File: config.mk
export PLATFORM = sky130hd
export DESIGN_NAME = retro_catc_multi
export DESIGN_NICKNAME = d
export VERILOG_FILES = /design/src/rtl/retro_catc_pkg.sv /design/src/rtl/retro_catc_channel.sv /design/src/rtl/retro_catc_multi.sv
export SDC_FILE = /design/constraint.sdc
export NUM_CORES = 1
export LEC_CHECK = 0
export CAP_MARGIN = 20
export CORE_ASPECT_RATIO = 1.5
export CORE_MARGIN = 5
export CORE_UTILIZATION = 40
export DETAILED_ROUTE_END_ITERATION = 7
export PLACE_DENSITY_LB_ADDON = 0.08
export SETUP_SLACK_MARGIN = 0.05
export SLEW_MARGIN = 20
export SYNTH_ARGS = -nofsm -noshare
export SYNTH_HDL_FRONTEND = slang
export SYNTH_HIERARCHICAL = 1
export SYNTH_SLANG_ARGS = --single-unit
File: constraint.sdc
create_clock -name Clk -period 4.27 [get_ports Clk]
set_input_delay 0.427 -clock Clk [delete_from_list [all_inputs] [get_ports Clk]]
set_output_delay 0.427 -clock Clk [all_outputs]
set_load 0.02 [all_outputs]
File: src/rtl/retro_catc_pkg.sv
// Shared widths, typedefs and increment helper for the multi-channel catch-up clock-enable.
// Optional build macro: RETRO_CATC_LOCKSTEP_EN (selects lockstep stalling in retro_catc_multi).
package retro_catc_pkg;

    localparam int DefChannels   = 2;
    localparam int DefPhaseWidth = 32;
    localparam int DefOwedWidth  = 16;
    localparam int DefBoostShift = 1;

    typedef logic [DefPhaseWidth-1:0] phaseT;
    typedef logic [DefOwedWidth-1:0]  owedT;

    // Inc = refHz / coreHz * 2^DefPhaseWidth, for elaboration-time constants.
    function automatic phaseT calcInc(input longint unsigned refHz, input longint unsigned coreHz);
        longint unsigned scaled;
        scaled = (refHz << DefPhaseWidth) / coreHz;
        return phaseT'(scaled);
    endfunction

endpackage

File: src/rtl/retro_catc_channel.sv
// One catch-up clock-enable channel: nominal phase accumulator, owed-tick counter and
// boosted catch-up accumulator that repays ticks lost while stalled.
module retro_catc_channel
    import retro_catc_pkg::*;
#(
    parameter int PhaseWidth = DefPhaseWidth,
    parameter int OwedWidth  = DefOwedWidth,
    parameter int BoostShift = DefBoostShift
) (
    input  logic                  Clk,
    input  logic                  Reset_n,
    input  logic                  ClkEn,
    input  logic [PhaseWidth-1:0] Inc,
    input  logic                  Stall,
    input  logic                  ClearStatus,
    output logic                  ClkEnOut,
    output logic                  Behind,
    output logic                  Saturated
);

    localparam int SumWidth = PhaseWidth + BoostShift + 1;
    localparam logic [OwedWidth-1:0] OwedOne = OwedWidth'(1);

    logic [PhaseWidth-1:0] nomAcc;
    logic [PhaseWidth-1:0] outAcc;
    logic [PhaseWidth-1:0] outAccNext;
    logic [OwedWidth-1:0]  owed;
    logic [OwedWidth-1:0]  owedNext;
    logic [PhaseWidth:0]   nomSum;
    logic [SumWidth-1:0]   boost;
    logic [SumWidth-1:0]   boostSum;
    logic                  nomTick;
    logic                  boostCarry;
    logic                  tick;
    logic                  clip;

    always_comb begin
        nomSum     = {1'b0, nomAcc} + {1'b0, Inc};
        nomTick    = nomSum[PhaseWidth];
        boost      = {{(BoostShift + 1){1'b0}}, Inc} << BoostShift;
        boostSum   = {{(BoostShift + 1){1'b0}}, outAcc} + boost;
        // Any bit at or above 2^PhaseWidth is a carry, so a boost >= 2^PhaseWidth ticks every cycle.
        boostCarry = |boostSum[SumWidth-1:PhaseWidth];
        tick       = 1'b0;
        outAccNext = outAcc;
        owedNext   = owed;
        clip       = 1'b0;

        if (owed == '0) begin
            tick       = nomTick & ~Stall;
            outAccNext = '0;
        end else if (!Stall) begin
            tick       = boostCarry;
            outAccNext = boostSum[PhaseWidth-1:0];
        end

        if (nomTick && !tick) begin
            if (owed == '1) clip = 1'b1;
            else            owedNext = owed + OwedOne;
        end else if (!nomTick && tick) begin
            owedNext = owed - OwedOne;
        end

        if (owedNext == '0) outAccNext = '0;
    end

    always_ff @(posedge Clk or negedge Reset_n) begin
        if (!Reset_n) begin
            nomAcc    <= '0;
            outAcc    <= '0;
            owed      <= '0;
            ClkEnOut  <= 1'b0;
            Behind    <= 1'b0;
            Saturated <= 1'b0;
        end else begin
            if (ClkEn) begin
                nomAcc   <= nomSum[PhaseWidth-1:0];
                outAcc   <= outAccNext;
                owed     <= owedNext;
                ClkEnOut <= tick;
                Behind   <= (owedNext != '0);
            end else begin
                ClkEnOut <= 1'b0;
                Behind   <= (owed != '0);
            end
            // A clip in the same cycle as ClearStatus keeps the flag set.
            if (ClkEn && clip)    Saturated <= 1'b1;
            else if (ClearStatus) Saturated <= 1'b0;
        end
    end

endmodule

File: src/rtl/retro_catc_multi.sv
// Multi-channel catch-up clock-enable generator: one retro_catc_channel per channel.
// Build macro RETRO_CATC_LOCKSTEP_EN makes every channel stall on the OR of all Delay bits.
module retro_catc_multi
    import retro_catc_pkg::*;
#(
    parameter int Channels   = DefChannels,
    parameter int PhaseWidth = DefPhaseWidth,
    parameter int OwedWidth  = DefOwedWidth,
    parameter int BoostShift = DefBoostShift
) (
    input  logic                                Clk,
    input  logic                                Reset_n,
    input  logic                                ClkEn,
    input  logic [Channels-1:0][PhaseWidth-1:0] Inc,
    input  logic [Channels-1:0]                 Delay,
    input  logic                                ClearStatus,
    output logic [Channels-1:0]                 ClkEnOut,
    output logic [Channels-1:0]                 Behind,
    output logic [Channels-1:0]                 Saturated
);

    logic [Channels-1:0] stall;

`ifdef RETRO_CATC_LOCKSTEP_EN
    assign stall = {Channels{|Delay}};
`else
    assign stall = Delay;
`endif

    for (genvar c = 0; c < Channels; c++) begin : gChannel
        retro_catc_channel #(
            .PhaseWidth (PhaseWidth),
            .OwedWidth  (OwedWidth),
            .BoostShift (BoostShift)
        ) uChannel (
            .Clk         (Clk),
            .Reset_n     (Reset_n),
            .ClkEn       (ClkEn),
            .Inc         (Inc[c]),
            .Stall       (stall[c]),
            .ClearStatus (ClearStatus),
            .ClkEnOut    (ClkEnOut[c]),
            .Behind      (Behind[c]),
            .Saturated   (Saturated[c])
        );
    end

endmodule
==> results of run 1 <==
[worst max-delay path: cells and delay by family]
family	cells	cell delay (ns)
compound gates	9	2.29
simple gates	3	0.42
fa+ha+maj	1	0.24
xor+xnor	1	0.13
buf+inv	6	1.32
[layout make-up]
| type | instances | area (um2) |
|---|---|---|
| inverters | 47 | 176 |
| fillers | 3328 | 15400 |
| repair buffers | 546 | 4740 |
| multi-input cells | 1428 | 11200 |
| clock buffers | 17 | 425 |
| clock inverters | 15 | 148 |
| flip-flops and latches | 164 | 4100 |
| well taps | 484 | 606 |
[state kept, by name, indices dropped and copies added, names as in the netlist]
name,count
gChannel.uChannel/Saturated,2
gChannel.uChannel/ClkEnOut,2
gChannel.uChannel/outAcc,62
gChannel.uChannel/nomAcc,64
gChannel.uChannel/owed,32
gChannel.uChannel/Behind,2
[metal layers]
metal  wire length (um)  up-vias  GRT usage, %
met5                  0        -             0
met4               2600        0          9.70
met3               1270      150          2.33
met2              28300      293          46.7
met1              19200     7435          23.8
li1                   -     7428             -
[timing repair]
action,in CTS,in global routing
resized for setup,47,179
buffers inserted,18,29
endpoints found under the hold margin,7,0
setup endpoints to repair,62,67
pin swaps,28,119
hold buffers,1,0
gates cloned,4,13
[logic make-up (layout without fill, tap and decap cells)]
| group | Yosys count | in the layout | synth area share [%] |
|---|---|---|---|
| xor gates and xnor gates | 144 | 144 | 8.48 |
| AOI/OAI and AO/OA | 599 | 600 | 26.8 |
| and+or+nand+nor | 477 | 478 | 16.8 |
| muxes | 70 | 70 | 5.18 |
| buffers and inverters | 122 | 625 | 3.47 |
| adders and majority gates | 136 | 136 | 11.6 |
| DFF | 164 | 164 | 27.6 |
[report_power, final]
group | internal, mW | switching, mW | total [mW]
clock network | 0.817 | 0.756 | 1.57
logic | 6.05 | 5.87 | 11.9
registers | 2.29 | 0.609 | 2.90
total | 9.16 | 7.23 | 16.4
[placed cells by master (no fill, tap or decap), drive strengths merged, types with 9 or more instances in the layout]
cell | synthesis | layout
nand2b | 18 | 18
ha | 132 | 132
o21bai | 20 | 20
nand3 | 75 | 75
xnor2 | 95 | 95
and3 | 27 | 27
a31oi | 13 | 13
a211oi | 46 | 46
mux2i | 14 | 14
mux2 | 56 | 56
or3 | 15 | 15
a21oi | 188 | 188
o21ai | 110 | 111
a2111oi | 10 | 10
xor2 | 49 | 49
nand2 | 104 | 104
dfrtp | 164 | 164
nor4 | 12 | 12
clkdlybuf4s50 | 0 | 69
buf | 28 | 463
o21a | 21 | 21
o211ai | 16 | 16
inv | 46 | 51
a22o | 28 | 28
a21o | 64 | 64
nor2 | 92 | 92
nor3 | 44 | 45
nand4 | 24 | 24
clkbuf | 47 | 26
o31ai | 9 | 9
nor2b | 10 | 10
and2 | 12 | 12
[path summary, 6_finish.rpt]
check                                                startpoint                               to  slack, ns
worst max-delay path                                    Inc[36]  gChannel[1].uChannel/outAcc[16]      -0.24
worst min-delay path                                      ClkEn    gChannel[1].uChannel/owed[12]       0.43
worst max register to register   gChannel[1].uChannel/outAcc[3]  gChannel[1].uChannel/outAcc[16]      -0.20
worst min register to register  gChannel[0].uChannel/nomAcc[24]  gChannel[0].uChannel/nomAcc[24]       0.49
max in group asynchronous                               Reset_n  gChannel[0].uChannel/nomAcc[23]       2.74
min in group asynchronous                               Reset_n  gChannel[1].uChannel/nomAcc[13]       0.53
==> flow_metrics.tcl, run 1 <==
set metrics [dict create \
    setup.worst_path.class "in -> reg" \
    numCtsBuffers 17 \
    reg2reg_depth 19 \
    path_cells "clkdlybuf4s50_1 > ha_4 > a21oi_2 > o211ai_1 > a221o_1 > a221oi_4 > nor3_2 > a311o_2 > buf_6 > buf_4 > a2111oi_4 > a41o_1 > xnor2_1 > nand4_1 > nor4_4 > buf_6 > o21ai_4 > buf_8 > buf_12 > a22o_1" \
    drtPass1Iterations 8 \
    status "complete, but fails checks" \
    min_period_ns 4.51 \
    routed_wl_um 51400 \
    synth_seq_area_share_pct 27.6 \
    start_util_pct 40.4 \
    max_freq_mhz 222 \
    holdWs_ns 0.430 \
    nNetsFinal 2410 \
    syn_area_per_cell_um2 8.69 \
    synth.distinct_cells 93 \
    timing_hold_violations_final 0 \
    critPathSlowestCell "clkdlybuf4s50_1" \
    p_leak_nw 9.53 \
    worst-endpoint-arrival_ns 4.85 \
    cts_tree "yes" \
    globalplace.congestion 0.908 \
    slew_viol_final 0 \
    crit_top_cell "buf_6" \
    die_h_um 246 \
    drc 0 \
    critPathLaunchType "input pin" \
    cp.required_ns 4.61 \
    yosys_warnings 6 \
    diodes 0 \
    synth_ff_type "dfrtp_1" \
    fin_crit_sh_pct 106 \
    min_path_type "in -> reg" \
    root_buffer "clkbuf_16" \
    overflow 0 \
    ant_nets 0 \
    num_vias 15300 \
    relSlewSlack_pct 48.7 \
    synth_cells 1712 \
    drt_iter0_drc 720 \
    fin_worst_skew_ns 0.0121 \
    hpwl_um 36500 \
    power_density_nw_per_um2 767 \
    clk_latency_ns 0.45 \
    gr-usage-all-layers_pct 23.1 \
    synth_commonest_cells "187 x a21oi_1, 164 x dfrtp_1, 132 x ha_1, 101 x nand2_1, 95 x xnor2_1" \
    drive_gt1_share_pct 33.1 \
    cap_violations 0 \
    dieArea_um2 41200 \
    yosysTopAreaCellShare_pct 27.6 \
    mappedNetlistArea_um2 14900 \
    synth_nets 1918 \
    cts.clk_slew.worst_paths_ns 0.07 \
    grt_pass1_wl_um 78200 \
    yosysMostFrequentCell "a21oi_1" \
    cts_sinks 164 \
    critical_path_peak_fanout 7 \
    async_flop_share_pct 100 \
    dp_slack_ns -1.05 \
    antenna_found_initial 0 \
    clockBufferDepth 2 \
    grt_pass1_vias 15800 \
    dp.cells 2613 \
    violations "negative setup slack" \
    placed_area_um2 19200 \
    h-tree-depth 4 \
    worst_slack_ns -0.238 \
    finalPower_mw 16.4 \
    finalSetupViolCount 31 \
    tightest_slew_ns 0.750 \
    areaGrowthSynthToFinish_pct 43.8 \
    design_area_um2 21400 \
    die-width_um 167 \
    via_per_inst 5.67 \
    wl_per_cell_um 19.0 \
    final_cells 2701 \
    tns_ns -5.71 \
    slowest_delay_ns 0.55 \
    hold_depth 3 \
    worst_setup_path_end_kind "register" \
    synthTopCellsByArea "dfrtp_1 28%, ha_1 11%, a21oi_1 6.3%" \
    ys_ff_latch 164 \
    rsz0062_at_grt "yes" \
    final_core_util_pct 58.1 \
    rows 86 \
    io_buffers 75 \
    core_um2 36800 \
    ios 76 \
    yosys.area.top_type "dfrtp_1" \
    ir_drop_mv 0.314 \
    grt_start_max_net_pins 97 \
    synth-edff-count 0 \
]
No activity file was read; power rests on OpenSTA's default activity.
==> inputs of run 2 (changes only) <==
Settings changed: CAP_MARGIN 20 to unset, SLEW_MARGIN 20 to 5.
==> results of run 2 <==
Final layout, timing and power as in run 1 (identical DEF).
